[src/rtl/safe_pkg.sv]
// Key codes shared with the keypad scanner and the lock state encoding.
package safe_pkg;

    localparam int unsigned KEY_W = 4;

    localparam logic [KEY_W-1:0] KEY_DIGIT_MAX = 4'd9;
    localparam logic [KEY_W-1:0] KEY_HASH      = 4'd10;
    localparam logic [KEY_W-1:0] KEY_STAR      = 4'd11;
    localparam logic [KEY_W-1:0] KEY_NONE      = 4'd13;

    typedef enum logic [1:0] {
        ST_ENTRY   = 2'd0,
        ST_OPEN    = 2'd1,
        ST_SET     = 2'd2,
        ST_LOCKOUT = 2'd3
    } state_t;

endpackage

[src/rtl/safe_cycle_timer.sv]
// Loadable saturating down-counter; done_c flags the last cycle of a loaded interval.
module safe_cycle_timer #(
    parameter int unsigned W = 8
) (
    input  logic         clk,
    input  logic         rst_n,
    input  logic         load,
    input  logic         en,
    input  logic [W-1:0] load_val,
    output logic         done_c
);

    logic [W-1:0] cnt_q;

    // Load has priority; decrement holds at zero instead of wrapping.
    always_ff @(posedge clk or negedge rst_n) begin
        if (!rst_n) begin
            cnt_q <= '0;
        end else if (load) begin
            cnt_q <= load_val;
        end else if (en && (cnt_q != '0)) begin
            cnt_q <= cnt_q - W'(1);
        end
    end

    assign done_c = (cnt_q == W'(1));

endmodule

[src/rtl/safe_code_lock.sv]
// PIN-entry lock: digit buffer, combination compare, timed unlock, reprogramming and lockout.
module safe_code_lock
    import safe_pkg::*;
#(
    parameter int unsigned              PIN_LEN        = 4,
    parameter logic [4*PIN_LEN-1:0]     DEFAULT_PIN    = 16'h1234,
    parameter int unsigned              MAX_TRIES      = 3,
    parameter int unsigned              UNLOCK_CYCLES  = 50_000_000,
    parameter int unsigned              LOCKOUT_CYCLES = 500_000_000,
    parameter int unsigned              TIMEOUT_CYCLES = 250_000_000
) (
    input  logic       clk,
    input  logic       rst_n,
    input  logic [3:0] key_code,
    output logic       unlock,
    output logic       locked_out,
    output logic       set_mode,
    output logic [3:0] digit_count,
    output logic       ok_pulse,
    output logic       err_pulse
);

    localparam int unsigned BUF_W   = 4 * PIN_LEN;
    localparam int unsigned CNT_W   = 4;
    localparam int unsigned FAIL_W  = $clog2(MAX_TRIES + 1);
    localparam int unsigned MAX_CYC =
        (UNLOCK_CYCLES > LOCKOUT_CYCLES) ?
            ((UNLOCK_CYCLES > TIMEOUT_CYCLES) ? UNLOCK_CYCLES : TIMEOUT_CYCLES) :
            ((LOCKOUT_CYCLES > TIMEOUT_CYCLES) ? LOCKOUT_CYCLES : TIMEOUT_CYCLES);
    localparam int unsigned TMR_W   = $clog2(MAX_CYC) + 1;

    state_t              state_q, state_d;
    logic [BUF_W-1:0]    buf_q, buf_d;
    logic [CNT_W-1:0]    cnt_q, cnt_d;
    logic [FAIL_W-1:0]   fail_q, fail_d;
    logic [BUF_W-1:0]    pin_q, pin_d;
    logic                ok_d, err_d;
    logic                take_digit;
    logic                tmr_load, tmr_en, tmr_done_c;
    logic [TMR_W-1:0]    tmr_val;
    logic                is_digit, is_hash, is_star;

    assign is_digit = (key_code <= KEY_DIGIT_MAX);
    assign is_hash  = (key_code == KEY_HASH);
    assign is_star  = (key_code == KEY_STAR);

    // One timer serves unlock, lockout and idle timeout; only one runs per state.
    assign tmr_en = (state_q != ST_ENTRY) || (cnt_q != '0);

    safe_cycle_timer #(.W(TMR_W)) u_timer (
        .clk      (clk),
        .rst_n    (rst_n),
        .load     (tmr_load),
        .en       (tmr_en),
        .load_val (tmr_val),
        .done_c   (tmr_done_c)
    );

    // Next-state and datapath; a key always takes precedence over timer expiry.
    always_comb begin
        state_d    = state_q;
        buf_d      = buf_q;
        cnt_d      = cnt_q;
        fail_d     = fail_q;
        pin_d      = pin_q;
        ok_d       = 1'b0;
        err_d      = 1'b0;
        take_digit = 1'b0;
        tmr_load   = 1'b0;
        tmr_val    = '0;

        unique case (state_q)
            ST_ENTRY: begin
                if (is_digit) begin
                    take_digit = 1'b1;
                end else if (is_hash) begin
                    if ((cnt_q == CNT_W'(PIN_LEN)) && (buf_q == pin_q)) begin
                        ok_d     = 1'b1;
                        fail_d   = '0;
                        state_d  = ST_OPEN;
                        tmr_load = 1'b1;
                        tmr_val  = TMR_W'(UNLOCK_CYCLES);
                    end else begin
                        err_d  = 1'b1;
                        fail_d = fail_q + FAIL_W'(1);
                        if (fail_d == FAIL_W'(MAX_TRIES)) begin
                            state_d  = ST_LOCKOUT;
                            tmr_load = 1'b1;
                            tmr_val  = TMR_W'(LOCKOUT_CYCLES);
                        end
                    end
                    buf_d = '0;
                    cnt_d = '0;
                end else if (is_star) begin
                    buf_d = '0;
                    cnt_d = '0;
                end else if ((cnt_q != '0) && tmr_done_c) begin
                    buf_d = '0;
                    cnt_d = '0;
                end
            end
            ST_OPEN: begin
                if (is_hash) begin
                    state_d = ST_ENTRY;
                end else if (is_star) begin
                    state_d  = ST_SET;
                    tmr_load = 1'b1;
                    tmr_val  = TMR_W'(TIMEOUT_CYCLES);
                end else if (tmr_done_c) begin
                    state_d = ST_ENTRY;
                end
            end
            ST_SET: begin
                if (is_digit) begin
                    take_digit = 1'b1;
                end else if (is_hash) begin
                    if (cnt_q == CNT_W'(PIN_LEN)) begin
                        pin_d = buf_q;
                        ok_d  = 1'b1;
                    end else begin
                        err_d = 1'b1;
                    end
                    state_d = ST_ENTRY;
                end else if (is_star || tmr_done_c) begin
                    state_d = ST_ENTRY;
                end
            end
            ST_LOCKOUT: begin
                if (tmr_done_c) begin
                    state_d = ST_ENTRY;
                    fail_d  = '0;
                end
            end
            default: state_d = ST_ENTRY;
        endcase

        // Digit entry is shared by ENTRY and SET; every accepted digit restarts the idle window.
        if (take_digit) begin
            tmr_load = 1'b1;
            tmr_val  = TMR_W'(TIMEOUT_CYCLES);
            if (cnt_q < CNT_W'(PIN_LEN)) begin
                buf_d = (buf_q << 4) | BUF_W'(key_code);
                cnt_d = cnt_q + CNT_W'(1);
            end else begin
                err_d = 1'b1;
            end
        end

        if (state_d != state_q) begin
            buf_d = '0;
            cnt_d = '0;
        end
    end

    always_ff @(posedge clk or negedge rst_n) begin
        if (!rst_n) begin
            state_q    <= ST_ENTRY;
            buf_q      <= '0;
            cnt_q      <= '0;
            fail_q     <= '0;
            pin_q      <= DEFAULT_PIN;
            unlock     <= 1'b0;
            locked_out <= 1'b0;
            set_mode   <= 1'b0;
            ok_pulse   <= 1'b0;
            err_pulse  <= 1'b0;
        end else begin
            state_q    <= state_d;
            buf_q      <= buf_d;
            cnt_q      <= cnt_d;
            fail_q     <= fail_d;
            pin_q      <= pin_d;
            unlock     <= (state_d == ST_OPEN);
            locked_out <= (state_d == ST_LOCKOUT);
            set_mode   <= (state_d == ST_SET);
            ok_pulse   <= ok_d;
            err_pulse  <= err_d;
        end
    end

    assign digit_count = cnt_q;

endmodule
[config.mk]
export PLATFORM = sky130hd
export DESIGN_NAME = safe_code_lock
export DESIGN_NICKNAME = d
export VERILOG_FILES = /design/src/rtl/safe_pkg.sv /design/src/rtl/safe_cycle_timer.sv /design/src/rtl/safe_code_lock.sv
export SDC_FILE = /design/constraint.sdc
export NUM_CORES = 1
export LEC_CHECK = 0
export CELL_PAD_IN_SITES_DETAIL_PLACEMENT = 0
export CELL_PAD_IN_SITES_GLOBAL_PLACEMENT = 2
export CORE_UTILIZATION = 40
export CTS_CLUSTER_DIAMETER = 40
export DETAILED_ROUTE_END_ITERATION = 8
export PLACE_DENSITY_LB_ADDON = 0.1
export SETUP_SLACK_MARGIN = 0.4
export SYNTH_ARGS = -nofsm -noshare
export SYNTH_HDL_FRONTEND = slang
export SYNTH_HIERARCHICAL = 1
export SYNTH_SLANG_ARGS = --single-unit
[constraint.sdc]
create_clock -name clk -period 7.2 [get_ports clk]
set_clock_uncertainty 0.15 [all_clocks]
set_input_delay 0.72 -clock clk [delete_from_list [all_inputs] [get_ports clk]]
set_output_delay 0.72 -clock clk [all_outputs]
set_load 0.02 [all_outputs]
==> results of run 1 <==
[layout make-up]
class | count | share of cell area (%)
repair buffers | 20 | 3.81
inverters | 12 | 0.939
well taps | 136 | 3.55
clock inverters | 5 | 1.30
clock buffers | 11 | 2.95
multi-input cells | 356 | 48.2
flip-flops and latches | 75 | 39.3
[layout by cell type (no fill, tap or decap), types with 4 or more instances in the layout]
cell / Yosys / final
mux2_2: 18 / 18
o41ai_1: 4 / 4
xnor2_1: 19 / 19
a31oi_1: 13 / 13
nor3_1: 7 / 7
nand2_1: 50 / 50
clkbuf_8: 1 / 10
nand3b_1: 4 / 4
or4_1: 16 / 16
dfstp_2: 5 / 5
nand3_1: 39 / 39
a21oi_1: 23 / 23
ha_1: 5 / 5
inv_1: 12 / 12
o211ai_1: 9 / 9
nor4_1: 5 / 5
o21ai_1: 6 / 5
nand4_1: 8 / 8
conb_1: 1 / 9
nand4b_1: 4 / 4
nor2_1: 29 / 29
o31ai_1: 6 / 6
buf_4: 2 / 7
clkdlybuf4s50_1: 0 / 13
o21ai_0: 11 / 11
dfrtp_1: 70 / 70
a22oi_1: 4 / 4
or3_1: 8 / 8
[layer usage]
| metal | share of wire, % | global-route usage, % | vias to the layer above |
|---|---|---|---|
| met4 | 1.3 | 8.04 | 0 |
| met5 | 0 | 0 | - |
| li1 | - | - | 1731 |
| met1 | 44 | 26.5 | 1782 |
| met3 | 2.2 | 3.13 | 10 |
| met2 | 52 | 37.4 | 45 |
[final timing paths]
path / to / slack (ns) / startpoint
min in group clk: pin_q[15] / 0.39 / pin_q[15]
max: u_timer/cnt_q[17] / 3.44 / key_code[2]
min reg2reg: pin_q[15] / 0.39 / pin_q[15]
max in group asynchronous: digit_count[2] / 5.81 / rst_n
max reg2reg: digit_count[3] / 3.56 / u_timer/cnt_q[16]
min: u_timer/cnt_q[12] / 0.07 / rst_n
[report_power, final]
| part | total, mW | internal (mW) | switching, mW |
|---|---|---|---|
| Combinational | 0.686 | 0.265 | 0.421 |
| Clock | 0.344 | 0.172 | 0.172 |
| Sequential | 0.705 | 0.550 | 0.156 |
[sequential cells by signal, indices dropped and copies added (netlist names)]
signal / cells
fail_q: 2
set_mode: 1
u_timer/cnt_q: 30
unlock: 1
digit_count: 4
pin_q: 16
ok_pulse: 1
err_pulse: 1
locked_out: 1
state_q: 2
buf_q: 16
[cell families (layout without fill, tap and decap cells)]
| group | after synthesis | count (layout) | share of synthesized area, % |
|---|---|---|---|
| and+or+nand+nor | 201 | 201 | 25.5 |
| DFF | 75 | 75 | 43.3 |
| xor gates and xnor gates | 20 | 20 | 4.03 |
| buffers and inverters | 38 | 48 | 4.26 |
| AOI/OAI and AO/OA | 100 | 100 | 16.0 |
| adders and majority gates | 5 | 5 | 1.44 |
| other | 1 | 9 | 0.0863 |
| muxes | 21 | 21 | 5.36 |
==> run_results.csv, run 1 <==
group,metric,value,unit
sta,hold_viol_final,0,
die,initial_core_util,41.7,%
global_routing,grt_pass1_wl,18700,um
placed_design,dp_cells,599,
routing,postRouteAntennaNets,0,
critical_path,crit_family,"simple AND/OR/NAND/NOR gates",
clock_tree,cts_buffer_depth,2,
sta,period_minus_slack,3.76,ns
power_and_ir_drop,vdd_drop_max,0.144,mV
logic_synthesis,ys_seq_area_share,43.3,%
cells_and_area,drive_gt1_share,13.2,%
logic_synthesis,synth_common_cells,"dfrtp_1 (70), nand2_1 (50), nand3_1 (39), nor2_1 (29), a21oi_1 (23)",
critical_path,cp.depth,10,
critical_path,crit_slowest_cell,"clkdlybuf4s50_1",
critical_path,cp_max_fo,47,
die,io_pins,15,
logic_synthesis,synthArstFlopShare,100,%
die,design.die.area,11300,um^2
cells_and_area,num-nets-final,485,
sta,finalSetupTns,0,ns
logic_synthesis,synth_seq_cells,75,
die,fp.dieW,106,um
routing,drcViolationCount,0,
critical_path,crit_path_max_incr_delay,0.58,ns
cells_and_area,final_cells,615,
sta,drv_slew,0,
global_routing,grt_pass1_vias,3535,
critical_path,reg2regPathDepth,8,
clock_tree,ctsResizeCount,0,
sta,max_slew_margin,24.6,%
sta,fin_ws,3.44,ns
clock_tree,htree_levels,3,
clock_tree,cts.sink_count,75,
cells_and_area,multi_input_area,2310,um^2
sta,worst_slew_pin_slew,1.12,ns
logic_synthesis,synthFlopType,"dfrtp_1",
routing,firstDrtPassIters,4,
global_routing,globalRouteTotalUtil,21.4,%
logic_synthesis,yosysMostFrequentCell,"dfrtp_1",
global_routing,overflow,0,
cells_and_area,fill_cells,1038,
critical_path,cp_num_buf_inv,4,
global_routing,antenna_found_initial,0,
power_and_ir_drop,power_leakage,1.87,nW
critical_path,critPathArrivalTime,3.85,ns
sta,fin_hold_ws,0.0718,ns
logic_synthesis,synthTopCellsByArea,"dfrtp_1 (40%), mux2_2 (4.7%), nand3_1 (4.5%), nand2_1 (4.3%), xnor2_1 (3.8%)",
sta,rsz0062_at_grt,"no",
routing,wl_per_cell,18.0,um
clock_tree,post_cts_buffers,0,
power_and_ir_drop,powerDensity,362,nW/um^2
logic_synthesis,yosys.area.top_type,"dfrtp_1",
cells_and_area,area_growth,10.4,%
critical_path,crit_required,7.29,ns
cells_and_area,diodes,0,
logic_synthesis,synth_edf_count,0,
cells_and_area,design_area,4790,um^2
sta,period_share,52.2,%
logic_synthesis,synthesis.area,4340,um^2
routing,vias_per_cell,5.80,
outcome,outcome,"finished clean",
sta,setup_viol,0,
logic_synthesis,ys_warn_count,6,
global_routing,grt_max_degree,58,
clock_tree,cts_tree,"yes",
critical_path,crit_type,"input pin to flop",
clock_tree,hold_buffers,0,
min_path,hp-class,"input pin to asynchronous set/reset pin",
placed_design,hpwl,7600,um
critical_path,start_kind,"input pin",
die,row_count,37,
routing,drt_iter0_drc,144,
routing,vias,3568,
cells_and_area,seq_area,1880,um^2
placed_design,place_area,4590,um^2
placed_design,gp_congestion,0.796,
placed_design,port_buffers,14,
sta,max_freq,0.266,GHz
clock_tree,cts-root-buf,"clkbuf_8",
die,die_h,106,um
job,cap_violations,0,
clock_tree,clk_pin_slew_worst_paths,0.08,ns
logic_synthesis,syn_avg_cell_area,9.42,um^2
routing,finalWirelength,11100,um
cells_and_area,fin_util,46.0,%
placed_design,place_ws,3.07,ns
clock_tree,cts_buffers,9,
die,core-area,10400,um^2
logic_synthesis,synth_cells,461,
logic_synthesis,ys_types,70,
critical_path,crit_chain,"clkdlybuf4s50_1 -> nor4b_4 -> nand2_2 -> or3_1 -> o21ai_2 -> buf_4 -> inv_1 -> buf_4 -> and3_1 -> or3_1",
critical_path,endpoint_kind,"flop",
logic_synthesis,synth_top_area_share,40.3,%
power_and_ir_drop,finalPower,1.74,mW
clock_tree,clk_latency,0.36,ns
Note: power is estimated with default switching activity, not from simulation.
==> run 2, diff against run 1 <==
Settings changed: CORE_UTILIZATION 40 to 36.
Clock period 7.2 ns to 3.2 ns, I/O delays scaled along.
==> run 2 against run 1 <==
The flow now finishes with violations (negative hold slack). Clock power rose to 3.1 times the previous value. Sequential cell count did not move. Clock-buffer cell count fell by 1. Sequential share of layout area fell by 3.3 points. Largest power group is now combinational logic. Wire length rose by 3.9%. Utilization fell by 0.80 points. Combinational power rose to 2.5 times the previous value. Non-clock buffer count rose by 29. Highest routed layer unchanged. Critical path depth fell by 4. Design area rose by 9.1%. Register-to-register slack got worse by 3.0 ns.
==> run_results.csv, run 2 (same netlist as run 1, synthesis figures left out) <==
group,metric,value,unit
outcome,violations,"negative hold slack",
routing,drcViolationCount,0,
cells_and_area,fin_util,45.2,%
power_and_ir_drop,finalPower,4.40,mW
cells_and_area,final_cells,651,
global_routing,antenna_found_initial,0,
sta,rsz0062_at_grt,"no",
cells_and_area,largest_register_ff_count,30,
cells_and_area,drive_gt1_share,19.9,%
placed_design,place_area,4810,um^2
clock_tree,clk_latency,0.35,ns
die,fp.dieW,112,um
die,core-area,11600,um^2
cells_and_area,top_register,"u_timer/cnt_q",
cells_and_area,diodes,0,
cells_and_area,design_area,5230,um^2
cells_and_area,mostFrequentLayoutCell,"dfrtp_1",
die,die_h,112,um
routing,vias_per_cell,5.59,
die,io_pins,15,
die,initial_core_util,37.6,%
power_and_ir_drop,switchingPower,1.80,mW
power_and_ir_drop,powerDensity,842,nW/um^2
critical_path,rrSetupSlack,0.53,ns
sta,setup_viol,0,
sta,fin_hold_ws,-0.0162,ns
cells_and_area,area_growth,20.4,%
cells_and_area,num-nets-final,514,
global_routing,overflow,0,
critical_path,start_kind,"flop",
min_path,hp-class,"input pin to asynchronous set/reset pin",
placed_design,place_ws,0.110,ns
clock_tree,cts_buffer_depth,2,
placed_design,dp_cells,630,
die,row_count,39,
power_and_ir_drop,power_frac_seq,36.4,%
clock_tree,clk_pin_slew_worst_paths,0.07,ns
critical_path,critPathArrivalTime,2.81,ns
cells_and_area,fill_cells,1108,
global_routing,globalRouteTotalUtil,20.3,%
global_routing,grt_pass1_wl,19700,um
critical_path,crit_type,"flop to flop",
routing,firstDrtPassIters,4,
routing,postRouteAntennaNets,0,
critical_path,crit_required,3.34,ns
cells_and_area,seq_area,1880,um^2
placed_design,hpwl,7640,um
sta,drv_slew,0,
critical_path,endpoint_kind,"flop",
clock_tree,cts_buffers,9,
die,design.die.area,12500,um^2
critical_path,cp_max_fo,6,
job,cap_violations,0,
outcome,outcome,"finished with violations",
sta,worst_slew_pin_slew,0.992,ns
clock_tree,cts-root-buf,"clkbuf_16",
sta,hold_viol_final,23,
power_and_ir_drop,power.share.clock,24.5,%
routing,vias,3637,
clock_tree,htree_levels,3,
sta,period_minus_slack,2.67,ns
clock_tree,cts.sink_count,75,
sta,period_share,83.5,%
cells_and_area,largest_registers,"u_timer/cnt_q: 30 flops, buf_q: 16 flops, pin_q: 16 flops",
sta,max_freq,0.374,GHz
global_routing,grt_max_degree,76,
power_and_ir_drop,power_leakage,2.10,nW
power_and_ir_drop,internal_power,2.61,mW
cells_and_area,layout_common_cells,"dfrtp_1 (70), nand2_1 (49), nand3_1 (39), buf_4 (34), nor2_1 (29)",
clock_tree,cts_tree,"yes",
sta,max_slew_margin,33.9,%
routing,finalWirelength,11500,um
sta,finalSetupTns,0,ns
global_routing,grt_pass1_vias,3812,
cells_and_area,multi_input_area,2380,um^2
power_and_ir_drop,power_frac_comb,39.1,%
routing,wl_per_cell,17.7,um
placed_design,port_buffers,14,
power_and_ir_drop,vdd_drop_max,0.333,mV
power_and_ir_drop,sw_frac_of_total,40.8,%
routing,drt_iter0_drc,157,
sta,fin_ws,0.528,ns
placed_design,gp_congestion,0.836,
==> run 2: metal layers <==
metal,up-vias,global-route usage [%],wire (um)
met3,24,3.65,316
met1,1769,24.8,5190
li1,1794,-,-
met2,50,34.9,5690
met4,0,9.01,299
met5,-,0,0
==> run 2: cell type report <==
| type | count | share of cell area, % |
|---|---|---|
| multi-input combinational | 356 | 45.5 |
| clock buffer | 10 | 4.57 |
| sequential | 75 | 36.0 |
| inverter | 12 | 0.933 |
| clock inverter | 6 | 1.36 |
| timing repair buffer | 49 | 8.18 |
| tap | 143 | 3.42 |
==> run 2: worst max-delay path, stage by stage, from the launching register on <==
cell and delay (ns):
dfrtp_1 0.43, or4_4 0.55, or2_1 0.28, buf_4 0.19, or4_1 0.50, or4_1 0.42, nand3_1 0.09
==> run 2: power by group through the flow <==
stage	Sequential, mW	Combinational [mW]	Clock [mW]
finish	1.60	1.72	1.08
global placement	1.60	1.67	0
detailed placement	1.60	1.68	0
global route	1.66	1.94	1.14
CTS	1.59	1.69	1.11
floorplan	1.53	1.15	0
==> run 2: worst paths after layout <==
check	start	to	cells past startpoint
min in group clk	key_code[2]	buf_q[2]	3
max in group asynchronous	rst_n	buf_q[0]	1
hold reg to reg	pin_q[1]	pin_q[1]	1
setup / recovery	u_timer/cnt_q[17]	u_timer/cnt_q[26]	6
hold / removal	rst_n	u_timer/cnt_q[4]	1
setup reg to reg	u_timer/cnt_q[17]	u_timer/cnt_q[26]	6
==> run 2: timing repair <==
action                                  CTS  global route
hold buffers                              0             0
endpoints found under the setup margin   22            46
gates resized for setup                   1            10
pin swaps                                 1             0
buffers inserted                          2             3
==> run 3, diff against run 2 <==
Settings changed: CORE_UTILIZATION 36 to 40.
Clock period 3.2 ns to 2.5 ns, I/O delays scaled along.
==> run 3 against run 2 <==
The run ends with negative setup slack left. Register-to-register slack got worse by 0.60 ns. Wire length rose by 13%. Clock power barely moved. Power rose by 54%. Design area rose by 25%. Utilization rose by 17 points. First-iteration DRC count rose by 24%. Die area fell by 9.8%.
==> run_results.csv, run 3 (same netlist as run 1, synthesis figures left out) <==
group,metric,value,unit
outcome,outcome,"finished with violations",
die,design.die.area,11300,um^2
critical_path,critPathArrivalTime,2.71,ns
sta,rsz0062_at_grt,"yes",
cells_and_area,diodes,0,
routing,wl_per_cell,17.6,um
cells_and_area,drive_gt1_share,45.7,%
cells_and_area,largest_register_ff_count,30,
global_routing,antenna_found_initial,0,
critical_path,crit_slowest_cell,"or4_4",
placed_design,hpwl,8530,um
routing,finalWirelength,13000,um
outcome,violations,"negative setup slack",
critical_path,crit_required,2.65,ns
critical_path,crit_path_frequent_cell,"or4_4",
critical_path,crit_chain,"or4_4 -> or2_4 -> buf_4 -> or4_4 -> or4_1 -> nand3_1",
clock_tree,clk_latency,0.36,ns
global_routing,grt_pass1_vias,4189,
die,io_pins,15,
cells_and_area,mostFrequentLayoutCell,"buf_4",
global_routing,overflow,0,
power_and_ir_drop,power_leakage,2.74,nW
cells_and_area,largest_registers,"u_timer/cnt_q: 30 flops, buf_q: 16 flops, pin_q: 16 flops",
routing,firstDrtPassIters,4,
sta,fin_ws,-0.0686,ns
cells_and_area,layout_common_cells,"buf_4 (94), dfrtp_1 (67), nand2_1 (41), nand3_1 (20)",
power_and_ir_drop,powerDensity,1040,nW/um^2
sta,period_minus_slack,2.57,ns
routing,postRouteAntennaNets,0,
die,die_h,106,um
cells_and_area,multi_input_area,2860,um^2
routing,vias_per_cell,5.57,
critical_path,start_kind,"flop",
routing,vias,4099,
critical_path,crit_path_max_incr_delay,0.55,ns
placed_design,port_buffers,14,
global_routing,grt_max_degree,76,
power_and_ir_drop,vdd_drop_max,0.441,mV
global_routing,globalRouteTotalUtil,24.0,%
cells_and_area,seq_area,1890,um^2
clock_tree,cts_buffers,9,
cells_and_area,fin_util,62.6,%
die,core-area,10400,um^2
global_routing,grt_pass1_wl,20900,um
clock_tree,clk_pin_slew_worst_paths,0.09,ns
cells_and_area,fill_cells,889,
placed_design,gp_congestion,0.881,
cells_and_area,top_register,"u_timer/cnt_q",
sta,finalSetupTns,-0.549,ns
clock_tree,cts-root-buf,"clkbuf_8",
sta,drv_slew,0,
sta,setup_viol,23,
routing,drt_iter0_drc,194,
clock_tree,htree_levels,3,
min_path,hp-class,"input pin to flop",
die,row_count,37,
placed_design,place_area,5440,um^2
routing,drcViolationCount,0,
power_and_ir_drop,finalPower,6.80,mW
critical_path,endpoint_kind,"flop",
sta,hold_viol_final,0,
die,initial_core_util,41.7,%
clock_tree,cts_buffer_depth,2,
critical_path,cp_max_fo,6,
clock_tree,cts_tree,"yes",
die,fp.dieW,106,um
cells_and_area,design_area,6520,um^2
sta,period_share,103,%
critical_path,crit_type,"flop to flop",
sta,max_freq,0.389,GHz
cells_and_area,num-nets-final,606,
job,cap_violations,0,
cells_and_area,area_growth,50.1,%
clock_tree,cts.sink_count,75,
==> run 3: power by group <==
part	leakage, nW	total (mW)	internal, mW	switching, mW
logic	1.68	3.76	1.87	1.89
clock network	0.112	1.11	0.578	0.528
registers	0.953	1.93	1.59	0.345
==> run 3: through the flow <==
| stage | setup slack (ns) | std cells | hold slack, ns |
|---|---|---|---|
| after global placement | -0.297 | 685 | 0.154 |
| final | -0.0686 | 736 | 0.238 |
| after global routing | -0.169 | 736 | 0.264 |
| after floorplan | -0.125 | 469 | -0.196 |
| after CTS | -0.0664 | 726 | 0.302 |
| after detailed placement | -0.330 | 685 | 0.157 |
==> run 3: layout make-up <==
class                           count  area share (%)
Multi-Input combinational cell    356            43.8
Inverter                           12           0.767
Sequential cell                    75            28.9
Clock inverter                      6            1.46
Tap cell                          136            2.61
Timing Repair Buffer              141            20.5
Clock buffer                       10            1.96
==> run 3: metal layers <==
metal	share of wire [%]	up-vias	GRT usage, %
met4	1.6	0	8.13
met2	54	47	43.6
met1	42	2056	29.0
met5	0	-	0
li1	-	1980	-
met3	2.0	16	3.13
==> run 3: repair_timing <==
item	4_1_cts	5_1_grt
hold buffers	1	0
setup endpoints to repair	57	57
gates cloned	4	0
gates resized for setup	76	56
endpoints found under the hold margin	70	0
buffers inserted	20	10
pin swaps	26	17
==> run 3: worst paths after layout <==
| check | startpoint | endpoint | slack, ns | cells past startpoint |
|---|---|---|---|---|
| hold reg to reg | pin_q[7] | pin_q[7] | 0.38 | 1 |
| setup / recovery | u_timer/cnt_q[19] | u_timer/cnt_q[26] | -0.07 | 6 |
| setup reg to reg | u_timer/cnt_q[19] | u_timer/cnt_q[26] | -0.07 | 6 |
| max in group asynchronous | rst_n | pin_q[12] | 1.54 | 3 |
| min in group asynchronous | rst_n | u_timer/cnt_q[12] | 0.27 | 3 |
| hold / removal | key_code[1] | buf_q[1] | 0.24 | 4 |
==> run 3: worst max-delay path, delay by kind of cell, from the launching register on <==
family / cells / cell delay, ns
buffers and inverters: 1 / 0.17
DFF: 1 / 0.39
and+or+nand+nor: 5 / 1.80
